### src/rtl/edge_shift_register.sv
// rtl/edge_shift_register.sv - edge-selectable universal shift register with serial fill count
module edge_shift_register #(
    parameter int WIDTH   = 8,
    parameter bit NEGEDGE = 1'b1,
    localparam int CW     = $clog2(WIDTH + 1)
) (
    input  logic             clk,
    input  logic             rst_n,
    input  logic             en,
    input  logic [2:0]       mode,
    input  logic [WIDTH-1:0] d,
    input  logic             sin,
    output logic [WIDTH-1:0] q,
    output logic             sout,
    output logic [CW-1:0]    count,
    output logic             full
);

    localparam logic [2:0] MODE_HOLD  = 3'b000;
    localparam logic [2:0] MODE_LOAD  = 3'b001;
    localparam logic [2:0] MODE_SHL   = 3'b010;
    localparam logic [2:0] MODE_SHR   = 3'b011;
    localparam logic [2:0] MODE_ROTL  = 3'b100;
    localparam logic [2:0] MODE_ROTR  = 3'b101;
    localparam logic [2:0] MODE_CLEAR = 3'b110;

    localparam logic [CW-1:0] COUNT_MAX = CW'(WIDTH);

    logic [WIDTH-1:0] r_q;
    logic             r_sout;
    logic [CW-1:0]    r_count;

    logic [WIDTH-1:0] w_q_next;
    logic             w_sout_next;
    logic [CW-1:0]    w_count_next;
    logic [CW-1:0]    w_count_inc;
    logic             w_full;

    assign w_full      = (r_count == COUNT_MAX);
    assign w_count_inc = w_full ? r_count : r_count + 1'b1;

    // Next-state selection from pre-edge state; disabled or unlisted modes hold everything
    always_comb begin
        w_q_next     = r_q;
        w_sout_next  = r_sout;
        w_count_next = r_count;
        if (en) begin
            case (mode)
                MODE_LOAD: begin
                    w_q_next     = d;
                    w_count_next = COUNT_MAX;
                end
                MODE_SHL: begin
                    w_q_next     = {r_q[WIDTH-2:0], sin};
                    w_sout_next  = r_q[WIDTH-1];
                    w_count_next = w_count_inc;
                end
                MODE_SHR: begin
                    w_q_next     = {sin, r_q[WIDTH-1:1]};
                    w_sout_next  = r_q[0];
                    w_count_next = w_count_inc;
                end
                MODE_ROTL: begin
                    w_q_next    = {r_q[WIDTH-2:0], r_q[WIDTH-1]};
                    w_sout_next = r_q[WIDTH-1];
                end
                MODE_ROTR: begin
                    w_q_next    = {r_q[0], r_q[WIDTH-1:1]};
                    w_sout_next = r_q[0];
                end
                MODE_CLEAR: begin
                    w_q_next     = '0;
                    w_sout_next  = 1'b0;
                    w_count_next = '0;
                end
                MODE_HOLD: begin
                    w_q_next = r_q;
                end
                default: begin
                    w_q_next = r_q;
                end
            endcase
        end
    end

    generate
        if (NEGEDGE) begin : g_negedge
            // State capture on the falling edge, asynchronous clear
            always_ff @(negedge clk or negedge rst_n) begin
                if (!rst_n) begin
                    r_q     <= '0;
                    r_sout  <= 1'b0;
                    r_count <= '0;
                end else begin
                    r_q     <= w_q_next;
                    r_sout  <= w_sout_next;
                    r_count <= w_count_next;
                end
            end
        end else begin : g_posedge
            // State capture on the rising edge, asynchronous clear
            always_ff @(posedge clk or negedge rst_n) begin
                if (!rst_n) begin
                    r_q     <= '0;
                    r_sout  <= 1'b0;
                    r_count <= '0;
                end else begin
                    r_q     <= w_q_next;
                    r_sout  <= w_sout_next;
                    r_count <= w_count_next;
                end
            end
        end
    endgenerate

    assign q     = r_q;
    assign sout  = r_sout;
    assign count = r_count;
    assign full  = w_full;

endmodule

### config.mk
export PLATFORM = sky130hd
export DESIGN_NAME = edge_shift_register
export DESIGN_NICKNAME = d
export VERILOG_FILES = /design/src/rtl/edge_shift_register.sv
export SDC_FILE = /design/constraint.sdc
export NUM_CORES = 1
export LEC_CHECK = 0
export CORE_MARGIN = 1
export CORE_UTILIZATION = 30
export CTS_BUF_LIST = sky130_fd_sc_hd__clkbuf_2
export DETAILED_ROUTE_END_ITERATION = 8
export PLACE_DENSITY = 0.65
export SETUP_SLACK_MARGIN = 0.3
export SKIP_CTS_REPAIR_TIMING = 1
export SLEW_MARGIN = 25
export SYNTH_ARGS = -nofsm -noshare
export SYNTH_HDL_FRONTEND = slang
export SYNTH_SLANG_ARGS = --single-unit
### constraint.sdc
create_clock -name clk -period 1.6 [get_ports clk]
set_input_delay 0.4 -clock clk [delete_from_list [all_inputs] [get_ports clk]]
set_output_delay 0.4 -clock clk [all_outputs]
set_load 0.01 [all_outputs]
Yosys cells after proc, flatten, opt, wreduce, memory -nomap -nowiden
Cells that the tools add are included.
{"block": "totals", "reg_bits": 13, "latch_bits": 0, "ramBits": 0, "romBits": 0, "inputBits": 15, "out_inout_bits": 14, "mem_count": 0}
{"block": "classes", "add_sub_neg": 1, "multipliers": 0, "div": 0, "magnitude_cmp": 0, "n_eq_ne": 8, "n_shift": 0, "mux": 4, "bitwise": 0, "reduce_logical": 9}
{"operator": "8-bit one-hot mux with 6 select lines", "count": 1}
{"operator": "4-bit one-hot mux with 3 select lines", "count": 1}
{"operator": "3-bit == test (second input constant)", "count": 3}
{"operator": "3-bit by 2-bit == test with 1-bit output (second input constant)", "count": 2}
{"operator": "3-bit nonzero test", "count": 2}
{"operator": "6-bit nonzero test", "count": 1}
{"operator": "2-bit OR reduction", "count": 3}
{"operator": "4-bit by 1-bit adder with 4-bit output (second input constant)", "count": 1}
{"operator": "4-bit == test (second input constant)", "count": 1}
{"operator": "4-bit two-way mux", "count": 1}
{"operator": "2-bit AND reduction", "count": 2}
{"operator": "3-bit by 1-bit == test with 1-bit output (second input constant)", "count": 1}
{"operator": "1-bit one-hot mux with 3 select lines", "count": 1}
{"operator": "3-bit AND reduction", "count": 1}
{"operator": "2-bit != test (second input constant)", "count": 1}

Longest topological paths before layout
Gate-level depths: netlist of the first run.
{"block": "depth", "ltp_word": 4, "depth_mapped": 7, "depth_no_buf": 6}

==> results, run 1 <==
- Yosys printed 0 warnings.
- After floorplanning, the core was divided into 19 placement rows.
- The first-pass iteration count of the detailed router is 6.
- The count of buffers inserted at the top-level ports is 28.
- The count of cells along the worst register-to-register path is 8.
- The number of remaining DRC errors is 2.
- Data arrives at the worst endpoint at 1990 ps.
- In this run, distinct cell masters in the synthesized netlist total 37.
- In this run the clock root is driven by a clkbuf_2.
- The path class of the lowest-slack min-delay path is reg -> reg.
- The number of nets produced by synthesis is 124.
- Counting flops with an async set or reset pin after synthesis yields a share of 100.0%.
- The maximum fanout along the worst path is 2.
- Detailed placement finished with a half-perimeter wire length of 1995 µm.
- The global route total overflow is 0.
- The data required time of the critical path is 1200 ps.
- The finished cells cover 1770 µm².
- The clock drives 13 sinks.
- The maximum level of the CTS H-tree is 1.
- The final worst-path setup slack is -791.6 ps.
- The CTS tree is yes.
- The count of mapped cells out of synthesis is 107.
- The largest area contributor in the netlist is dfrtn_1.
- 0 antenna diodes ended up in the layout.
- After detailed routing, the number of vias per cell comes to 5.090.
- After floorplanning, the core was sized to cover 2853 µm².
- The setup clock skew after layout is 7.615 ps.
- Entering global routing, the biggest net connects 14 pins.
- The leakage power summed over all cells is 0.7950 nW.
- The post-CTS clock slew at the launch and capture registers of the worst setup and hold paths is 90 ps.
- The first global-routing pass estimated 4402 µm of wire.
- The path with the worst hold slack has its endpoint at count[0]$_DFFE_NN0P_.
- The type of the worst setup path is reg -> out.
- The share of the Yosys chip area taken by registers is 34.57%.
- Ranked by total cell area, the synthesized netlist is headed by dfrtn_1 35%, a21oi_2 6.5%, mux2i_1 6.4%.
- In this run the most critical hold path is launched from count[0]$_DFFE_NN0P_.
- Setup violations remaining at the end of the flow were counted as 27.
- The initial antenna violation count was 0.
- STA classifies the critical path endpoint as an output port.
- The total clock buffers created by CTS is 3.
- VDD sags by at most 0.4142 mV.
- The worst-case headroom to the max-slew limit is 82.06%.
- The area share of the largest cell type after synthesis is 34.57%.
- In this run the mean area of a mapped cell was 8.793 µm².
- The initial utilization of the core area, before any placement, comes to 32.98%.
- The number of global-route vias before repair is 1066.
- For the pin with the worst max-slew slack, the measured transition is 268.5 ps.
- The post-route netlist has 57.54% of its cells at a drive strength greater than 1.
- The count of cells along the worst hold path is 2.
- The final hold slack is 518.0 ps.
- The number of DRC markers in iteration 0 is 18.
- The number of buffers on the longest clock path is 2.
- The x dimension of the die is 58.01 µm.
- The max capacitance violation total is 0.
- The number of flops mapped to enable cells by yosys is 0.
- The critical register-to-register path endpoint is count[0]$_DFFE_NN0P_.
- The via count of the routed design is 1069.
- The worst register-to-register path has a setup slack of 40 ps.
- The hold violation count in the final report is 0.
- Synthesis inferred 13 register bits.
- The utilization after layout is 62.06%.
- The area of the die is 3365 µm².
- The most common flop cell mapped by yosys is dfrtn_1.
- From bottom edge to top edge, the die measures 58.01 µm.
- Clock latency on the worst-skew pair, taken at its later pin, is 260 ps.
- In this run the power density over the cells is 688.8 nW/µm².
- The instance area after placement is 1540 µm².
- The total wirelength of the detailed-routed design is 2936 µm.
- The final net count is 197.
- The number of slew-limit violations in the final report is 0.
- The checks that failed: DRC, setup timing.
- Setup repair after global routing could not meet its margin everywhere.
- The launching element type of the critical path is a flop.
- The flow ran to the end, but the final reports show violations.
- The aggregate global-route resource usage is 16.67%.
- The synthesis-to-layout area growth is 88.17%.
- Sorting the synthesized cells by how often they occur yields 13 x dfrtn_1, 13 x nor2_1, 8 x o21ai_1.
- The number of nets still failing antenna checks after routing is 0.
- The final weighted congestion in routability-driven placement is 0.8225.
- The startpoint identified for the worst register-to-register timing path is count[1]$_DFFE_NN0P_.
- The cell area after technology mapping is 940.9 µm².
- The count of boundary I/O pins is 29.
- Dividing the detail-routed wire length by the instance count gives 13.98 µm.
layout make-up:
type                            instances  area, µm²
Timing Repair Buffer                   74      660.6
Fill cell                             245       1082
Sequential cell                        13      325.3
Inverter                                4      15.01
Multi-Input combinational cell         84      710.7
Clock buffer                            4      20.02
Tap cell                               31      38.79
power by group:
group | internal [mW] | switching (mW)
logic | 0.344 | 0.291
registers | 0.379 | 0.0275
clock network | 0.0663 | 0.112
worst max-delay path by stage:
stage | endpoint | startpoint | depth (start not counted)
after detailed placement | q[4]$_DFFE_NN0P_ | mode[1] | 7
after CTS | full | count[0]$_DFFE_NN0P_ | 5
after floorplan | q[7]$_DFFE_NN0P_ | mode[0] | 6
after global placement | q[7]$_DFFE_NN0P_ | mode[2] | 6
final | full | count[1]$_DFFE_NN0P_ | 5
after global routing | full | count[0]$_DFFE_NN0P_ | 5
per-layer routing:
| layer | vias to the layer above | wire [µm] | part of all wire, % | track usage, % |
|---|---|---|---|---|
| li1 | 529 | - | - | - |
| met5 | - | 0 | 0 | 0 |
| met2 | 30 | 1581 | 54 | 30.87 |
| met1 | 506 | 1193 | 41 | 19.69 |
| met3 | 4 | 131 | 4.5 | 4.688 |
| met4 | 0 | 29 | 0.99 | 1.701 |
flip-flops by register name, indices dropped and copies added, names as in the netlist:
register,count
q,8
sout,1
count,4
through the flow:
| stage | setup TNS (ps) | power (mW) | std cells | worst slack [ps] |
|---|---|---|---|---|
| global placement | -22070 | 0.9628 | 198 | -1125 |
| CTS | -23110 | 1.159 | 202 | -1187 |
| global route | -12200 | 1.297 | 210 | -866.9 |
| floorplan | -8094 | 0.6758 | 107 | -626.8 |
| finish | -11440 | 1.219 | 210 | -791.6 |
| detailed placement | -22530 | 0.9714 | 198 | -1172 |
worst max-delay path: stages (launching register included):
cell      delay (ps)
dfrtn_1          420
inv_1             40
ha_2             170
nand3b_1         130
inv_2             60
buf_6            110
logic make-up after synthesis:
group | count (synthesis) | share of synthesized area (%)
compound gates | 38 | 28.33
simple gates | 37 | 20.21
fa+ha+maj | 2 | 2.659
flops | 13 | 34.57
mux | 6 | 6.383
xor+xnor | 1 | 0.9310
buf+inv | 10 | 6.914
layout by cell type (no fill, tap or decap), types with 3 or more instances in the layout:
cell type and count:
a21oi_2 11, buf_2 10, buf_4 34, buf_6 12
buf_8 4, clkbuf_2 6, clkdlybuf4s50_1 8, dfrtn_1 13
inv_1 3, mux2i_1 6, nand2_1 4, nand2b_1 4
nand3_1 3, nor2_1 9, nor2_4 7, o21ai_1 4
o21ai_2 5
(Power assumes the default switching activity.)
==> inputs of run 2 (changes only) <==
- ABC_AREA: default -> 1
- SLEW_MARGIN: 25 -> 30
==> results, run 2 <==
- The number of vias per cell is 4.449.
- At the placement stage, the worst setup path has a slack of -1127 ps.
- The max capacitance violation total is 0.
- The net count of the finished layout is 230.
- Data on the critical path is required at its endpoint by 1200 ps.
- The first detailed-routing pass ran for 4 iterations.
- The routed layout has 1139 vias.
- During synthesis, Yosys emitted a total of 0 warnings.
- The critical path endpoint category is an output port.
- The worst setup path startpoint is count[0]$_DFFE_NN0P_.
- The area share of the largest cell type after synthesis is 32.99%.
- The largest total area in the synthesized netlist belongs to dfrtn_1.
- Clock-pin slew was measured on the worst setup and hold paths at 80 ps.
- The number of flops mapped to enable cells by yosys is 0.
- The synthesis-to-layout area growth is 96.45%.
- The number of buffers on the longest clock path is 2.
- The pin count of the biggest net entering global routing is 14.
- The die is 59.33 µm tall.
- The register with the most flip-flops in the layout has 8 of them.
- The most common library cell in the layout ignoring fill and taps is nand2_1.
- In the final layout, the share of cells above drive strength 1 is 56.13%.
- The fraction of synthesis flops using an asynchronous set or reset pin is 100.0%.
- The clock power share is 11.5%.
- The worst hold path begins at count[1]$_DFFE_NN0P_.
- The final reports fail on setup timing.
- The aggregate global-route resource usage is 17.90%.
- Synthesis produced a netlist with a net count of 160.
- Setup slack on the critical path of the routed design comes to -776.5 ps.
- The hold violation count in the final report is 0.
- In the post-synthesis netlist, the biggest area contributors are dfrtn_1 33%, nand2_1 26%, nand3_1 7.6%.
- Ranked by instance count, the synthesized netlist is headed by 68 x nand2_1, 15 x nand3_1, 13 x dfrtn_1.
- The proportion of synthesized chip area in sequential cells is 32.99%.
- Setup repair after global routing could not meet its margin everywhere.
- The critical path in this run is classified as reg -> out.
- The CTS tree is yes.
- In this run the number of H-tree levels came out at 1.
- The launching element type of the critical path is a flop.
- The worst voltage drop across the vdd grid is 0.5495 mV.
- The global route total overflow is 0.
- The number of nets still failing antenna checks after routing is 0.
- Power spread over the standard cell area amounts to 759.3 nW/µm².
- Counting every instance in the synthesized netlist gives 143.
- The critical path data arrival time is 1980 ps.
- The switching share of total power is 38.59%.
- The number of core rows is 20.
- Per report_power, the sequential group accounts for 30.4% of the total.
- The path class of the lowest-slack min-delay path is reg -> reg.
- The number of cells on the worst reg-to-reg path is 10.
- The count of buffers added on input and output ports is 28.
- The buffer cell driving the clock tree root is clkbuf_2.
- Once the floorplan was initialized, standard cells occupied 32.03% of the core.
- The count of cell types in the netlist is 19.
- The core region is 3078 µm².
- In this run the static leakage power is 1.022 nW.
- The most numerous cell in the Yosys netlist is nand2_1.
- The clock reaches the later pin of the worst-skew pair after 240 ps.
- The number of global-route vias before repair is 1042.
- The initial antenna violation count is 0.
- The synthesized design contains 13 register bits.
- The maximum fanout along the worst path is 2.
- In this run the tightest slew margin relative to its limit is 82.82%.
- The switching power is 0.5676 mW.
- At the end of routability-driven placement, the weighted congestion stood at 0.8551.
- During I/O placement, the number of pins put on the boundary was 29.
- The most common flop cell mapped by yosys is dfrtn_1.
- The antenna diode count is 0.
- The x dimension of the die is 59.33 µm.
- Dividing the synthesized area by the synthesized cell count gives 6.895 µm².
- The origin of the critical flop-to-flop path is count[0]$_DFFE_NN0P_.
- Cell internal power was estimated by the tool at 0.9030 mW.
- The setup clock skew after layout is 4.889 ps.
- The run finished, with violations left.
- The HPWL after detailed placement is 2285 µm.
- The number of clock sinks seen by CTS is 13.
- Setup violations remaining at the end of the flow were counted as 27.
- The final layout contains routed wiring with a total length of 3105 µm.
- For this run, design rule violations remaining after detail routing come to 0.
- Leaving out fill and tap cells, the most frequent cells in the layout are 52 x nand2_1, 24 x buf_4, 16 x nand2_2, 14 x buf_6, 13 x dfrtn_1.
- The pin slew with the least headroom to its limit is 255.4 ps.
- The total clock buffers created by CTS is 3.
- The wire length of the first global-routing pass is 4767 µm.
- The tightest hold path in the finished design has a slack of 535.1 ps.
- The cell area after technology mapping is 985.9 µm².
- The area of the die is 3519 µm².
- The combinational power share is 58.1%.
- In the final routed layout, each cell accounts on average for 12.13 µm.
- The worst hold path was traced through 2 stages.
- The number of slew-limit violations in the final report is 0.
- The detailed router finished its first iteration with 37 violations.
run 2: cell types whose count changed after synthesis, sizes merged, moves of 7 or more:
cell	previous run	this run
nand3	3	20
o21ai	10	3
a21oi	13	3
nor2	16	4
nand2	5	74
inv	4	16
run 2: routing by layer:
metal / vias up / GRT usage, % / wire length, µm
met4: 0 / 7.143 / 15
met1: 529 / 25.99 / 1414
li1: 593 / - / -
met3: 2 / 1.747 / 87
met5: - / 0 / 0
met2: 15 / 27.13 / 1587
run 2: through the flow:
| stage | cells | power [mW] | util (%) | setup TNS, ps | cell area (µm²) |
|---|---|---|---|---|---|
| floorplan | 143 | 0.7832 | - | -4906 | 1146 |
| global placement | 239 | 1.210 | 55.61 | -21440 | 1712 |
| detailed placement | 239 | 1.221 | 55.61 | -21730 | 1712 |
| CTS | 243 | 1.394 | 56.26 | -22290 | 1732 |
| global route | 256 | 1.569 | 62.93 | -12990 | 1937 |
| finish | 256 | 1.471 | 62.93 | -11920 | 1937 |
run 2: worst max-delay path, stage by stage, from the launching register on:
cell	delay [ps]
dfrtn_1	440
buf_6	110
inv_4	30
ha_4	150
nand2_4	60
nor2_4	30
buf_6	120
run 2: final timing paths:
check                                       end  slack, ps
max                                        full       -780
min                        count[1]$_DFFE_NN0P_        540
max reg2reg                count[3]$_DFFE_NN0P_        -10
min reg2reg                count[1]$_DFFE_NN0P_        540
max in group asynchronous      q[7]$_DFFE_NN0P_        290
min in group asynchronous      q[3]$_DFFE_NN0P_       1160
run 2: power by group through the flow:
stage / logic [mW] / clock network, mW / registers (mW)
4_1_cts: 0.771 / 0.177 / 0.446
3_5_place_dp: 0.769 / 0 / 0.452
6_report: 0.854 / 0.169 / 0.447
3_3_place_gp: 0.759 / 0 / 0.452
2_1_floorplan: 0.278 / 0 / 0.506
5_1_grt: 0.925 / 0.188 / 0.456
run 2: logic make-up after synthesis:
logic type                 Yosys count  synth area share (%)
AOI/OAI and AO/OA                    7                 6.091
xor gates and xnor gates             2                 1.777
adders and majority gates            2                 2.538
buffers and inverters               16                 6.091
DFF                                 13                 32.99
and+or+nand+nor                    103                 50.51
run 2: layout make-up:
cell class | instances | area (µm²)
clock buffer | 4 | 20.02
tap | 44 | 55.05
sequential | 13 | 325.3
multi-input combinational | 114 | 805.8
fill | 274 | 1141
inverter | 16 | 115.1
timing repair buffer | 65 | 615.6
==> inputs of run 3 (changes only) <==
- CORE_UTILIZATION: 30 -> 48
- PLACE_DENSITY: 0.65 -> 0.91
==> results, run 3 <==
- The number of nets handed over by synthesis was 160.
- Synthesis produced 143 cells.
- The root buffer cell chosen for the clock tree is clkbuf_2.
- In this run the deepest clock path goes through 2 buffers.
- The worst setup endpoint after the global-route repair_timing is full.
- The most numerous cell in the Yosys netlist is nand2_1.
- The detailed placement HPWL is 2409 µm.
- The average instance in the mapped netlist occupies 6.895 µm².
- The count of buffers added on input and output ports is 28.
- The proportion of synthesized chip area in sequential cells is 32.99%.
- Once placement finished, the instance area stood at 1683 µm².
- The maximum level of the CTS H-tree is 1.
- The most common flop cell mapped by yosys is dfrtn_1.
- The number of clock buffers added by TritonCTS is 3.
- The final weighted congestion in routability-driven placement is 0.9564.
- The stage at which the run stopped is 5_1_grt.
- The largest area contributor in the netlist is dfrtn_1.
- The count of yosys warnings during synthesis is 0.
- The x dimension of the die is 47.32 µm.
- After the last repair the worst path ends at a top-level output.
- The tool reported: "[ERROR DPL-0038] Utilization greater than 100%, impossible to legalize".
- The count of cell types in the netlist is 19.
- The number of clock sinks seen by CTS is 13.
- Entering global routing, the biggest net connects 14 pins.
- The number of flops mapped to enable cells by yosys is 0.
- The cell area after technology mapping is 985.9 µm².
- In this run the count of I/O pins placed on the die edge is 29.
- The effective utilization at floorplan is 50.77%.
- Sorting the synthesized cells by area gives the leading types as dfrtn_1 33%, nand2_1 26%, nand3_1 7.6%.
- The vertical die dimension is 47.32 µm.
- The area share of the largest cell type after synthesis is 32.99%.
- After detailed placement, the design holds a cell count of 221.
- Of all flip-flops after synthesis, the portion carrying an async set or reset was 100.0%.
- Row generation in the floorplan step produced 16 rows.
- Counting instances in the post-synthesis netlist gives the leading cell types as 68 x nand2_1, 15 x nand3_1, 13 x dfrtn_1.
- The synthesis-stage register bit count is 13.
- The flow did not finish.
[run 3: per-stage QoR]
step	worst slack (ps)	util, %	hold slack (ps)
after detailed placement	-1124	86.66	459.4
after floorplan	-432.3	-	471.9
after CTS	-1133	87.69	458.4
after global placement	-1067	86.66	441.3
[run 3: kinds of logic after synthesis]
logic type	count (synthesis)	synth area share (%)
xor gates and xnor gates	2	1.777
adders and majority gates	2	2.538
DFF	13	32.99
AOI/OAI and AO/OA	7	6.091
and+or+nand+nor	103	50.51
buffers and inverters	16	6.091
==> inputs of run 4 (changes only) <==
- CORE_AREA: default -> 2 2 63 65
- CORE_MARGIN: 1 -> default
- CORE_UTILIZATION: 48 -> default
- CTS_BUF_LIST: sky130_fd_sc_hd__clkbuf_2 -> default
- DIE_AREA: default -> 0 0 65 67
- PLACE_DENSITY: 0.91 -> default
- PLACE_DENSITY_LB_ADDON: default -> 0.15
- SETUP_SLACK_MARGIN: 0.3 -> default
==> results, run 4 (synthesized netlist as in run 2, its figures left out) <==
- The flow ran to the end, but the final reports show violations.
- The checks that failed: setup timing.
- The number of core rows is 22.
- The number of nets still failing antenna checks after routing is 0.
- Max-cap violations in this run came to 0.
- The pin count of the biggest net entering global routing is 14.
- The number of remaining DRC errors is 0.
- The register share of total power is 27.3%.
- The critical register-to-register path endpoint is count[0]$_DFFE_NN0P_.
- In this run the power density over the cells is 806.0 nW/µm².
- The worst setup path is captured at an output port.
- The initial antenna violation count is 0.
- The launching element type of the critical path is a flop.
- The most common library cell in the layout ignoring fill and taps is nand2_1.
- The origin of the critical flop-to-flop path is count[0]$_DFFE_NN0P_.
- The min-delay analysis places its worst path in the category reg -> reg.
- The number of DRC markers in iteration 0 is 24.
- At the later pin of the worst-skew pair, clock insertion delay measures 260 ps.
- The first detailed-routing pass took 4 iterations.
- Timing analysis after detailed placement gives a worst setup slack of -1115 ps.
- The maximum fanout along the worst path is 2.
- In this run the standard cell core region covers 3606 µm².
- VDD sags by at most 0.5245 mV.
- The antenna diode count is 0.
- The routed layout has 1131 vias.
- The hold violation count in the final report is 0.
- The effective utilization at floorplan is 27.34%.
- The buffer cell driving the clock tree root is clkbuf_8.
- After clock tree synthesis, the clock-pin slew on the worst setup and hold paths is 40 ps.
- The total overflow left after global routing is 0.
- The number of slew-limit violations in the final report is 0.
- CTS built an H-tree with a depth of 1.
- For the final database, setup skew stands at 4.007 ps.
- The final net count is 231.
- The total wirelength of the detailed-routed design is 3148 µm.
- In this run the static leakage power is 1.029 nW.
- The final weighted congestion in routability-driven placement is 0.7804.
- The count of boundary I/O pins is 29.
- Net switching is 36.74% of the power.
- The setup path with the least slack is of type reg -> out.
- Setup repair after global routing could not meet its margin everywhere.
- Along the worst hold path, the cell count comes to 2.
- Per report_power, the combinational group accounts for 54.6% of the total.
- Setup total negative slack on the finished layout was measured at -11480 ps.
- The fraction of layout instances using a drive strength above 1 is 58.69%.
- The terminating pin of the worst hold path is sout$_DFFE_NN0P_.
- Using the TritonRoute via totals, the vias-per-cell ratio works out to 4.333.
- The first global-routing pass estimated 5050 µm of wire.
- The worst hold path begins at sout$_DFFE_NN0P_.
- For the pin with the worst max-slew slack, the measured transition is 277.2 ps.
- Setup violations remaining at the end of the flow were counted as 27.
- The wire-length estimate of the detail-placed layout is 2229 µm.
- The die is 67 µm tall.
- The count of buffers inserted at the top-level ports is 28.
- The power consumption is 1.635 mW.
- Counting every sink on the clock net gives 13.
- The flip-flop count of the largest register after layout is 8.
- The internal power consumption is 1.034 mW.
- The synthesis-to-layout area growth is 105.7%.
- In the layout the commonest cells are 48 x nand2_1, 23 x buf_4, 16 x nand2_2, 15 x buf_6.
- The number of placed instances, taps included, is 244.
- Across all hold checks on the routed design, the worst slack comes to 436.0 ps.
- Measured against its own limit, the worst slew margin works out to 81.48%.
- The number of buffers on the longest clock path is 2.
- The switching power is 0.6007 mW.
- The instance area after placement is 1712 µm².
- The count of cells along the worst register-to-register path is 9.
- The number of global-route vias before repair is 1102.
- The final-layout fill cell count is 334.
- In this run the worst setup path begins at count[0]$_DFFE_NN0P_.
- Cells fill 56.25% of the core in the end.
- The critical path data arrival time is 1920 ps.
- The total clock buffers created by CTS is 3.
- TritonCTS built the clock tree.
- The x dimension of the die is 65 µm.
- Across every metal layer, demand over resource in global routing totals 15.23%.
- The final instance area is 2028 µm².
- For this run, the number of standard cells in the final layout without fillers is 261.
- For flop-to-flop paths, the worst setup slack is 40 ps.
- The final worst-path setup slack is -718.5 ps.
- The post-detailed-route wirelength per cell is 12.06 µm.
- Data on the critical path is required at its endpoint by 1200 ps.
- The area of the die is 4355 µm².
- Per report_power, the clock group accounts for 18.0% of the total.
## run 4: worst max-delay path by stage
stage               cells after the start          endpoint  slack (ps)
CTS                                     5              full       -1140
floorplan                               4              full        -430
detailed placement                      9  sout$_DFFE_NN0P_       -1110
global route                            5              full        -760
global placement                        9  sout$_DFFE_NN0P_       -1080
finish                                  5              full        -720
## run 4: critical path, stage by stage, from the launching register on
cell and delay [ps]:
dfrtn_1 420, inv_2 60, ha_4 160, nand2_4 70
nor2_4 40, buf_6 110
## run 4: layer usage
metal / vias to the layer above / track usage, % / routed length (µm)
li1: 596 / - / -
met1: 514 / 20.41 / 1427
met2: 17 / 24.48 / 1603
met3: 4 / 3.041 / 88
met4: 0 / 4.787 / 29
met5: - / 0 / 0
## run 4: power groups by stage
stage          logic, mW  clock network, mW  registers [mW]
2_1_floorplan      0.278                  0           0.506
3_3_place_gp       0.760                  0           0.446
3_5_place_dp       0.762                  0           0.449
4_1_cts            0.768              0.309           0.445
5_1_grt            0.978              0.323           0.456
6_report           0.893              0.295           0.447
## run 4: layout make-up
type	instances	area, µm²	share of cell area (%)
clock buffers	4	45.04	2.221
repair inverters	1	8.758	0.4318
repair buffers	62	581.8	28.69
well taps	48	60.06	2.961
inverters	16	115.1	5.675
flip-flops and latches	13	325.3	16.04
multi-input cells	117	892.1	43.99
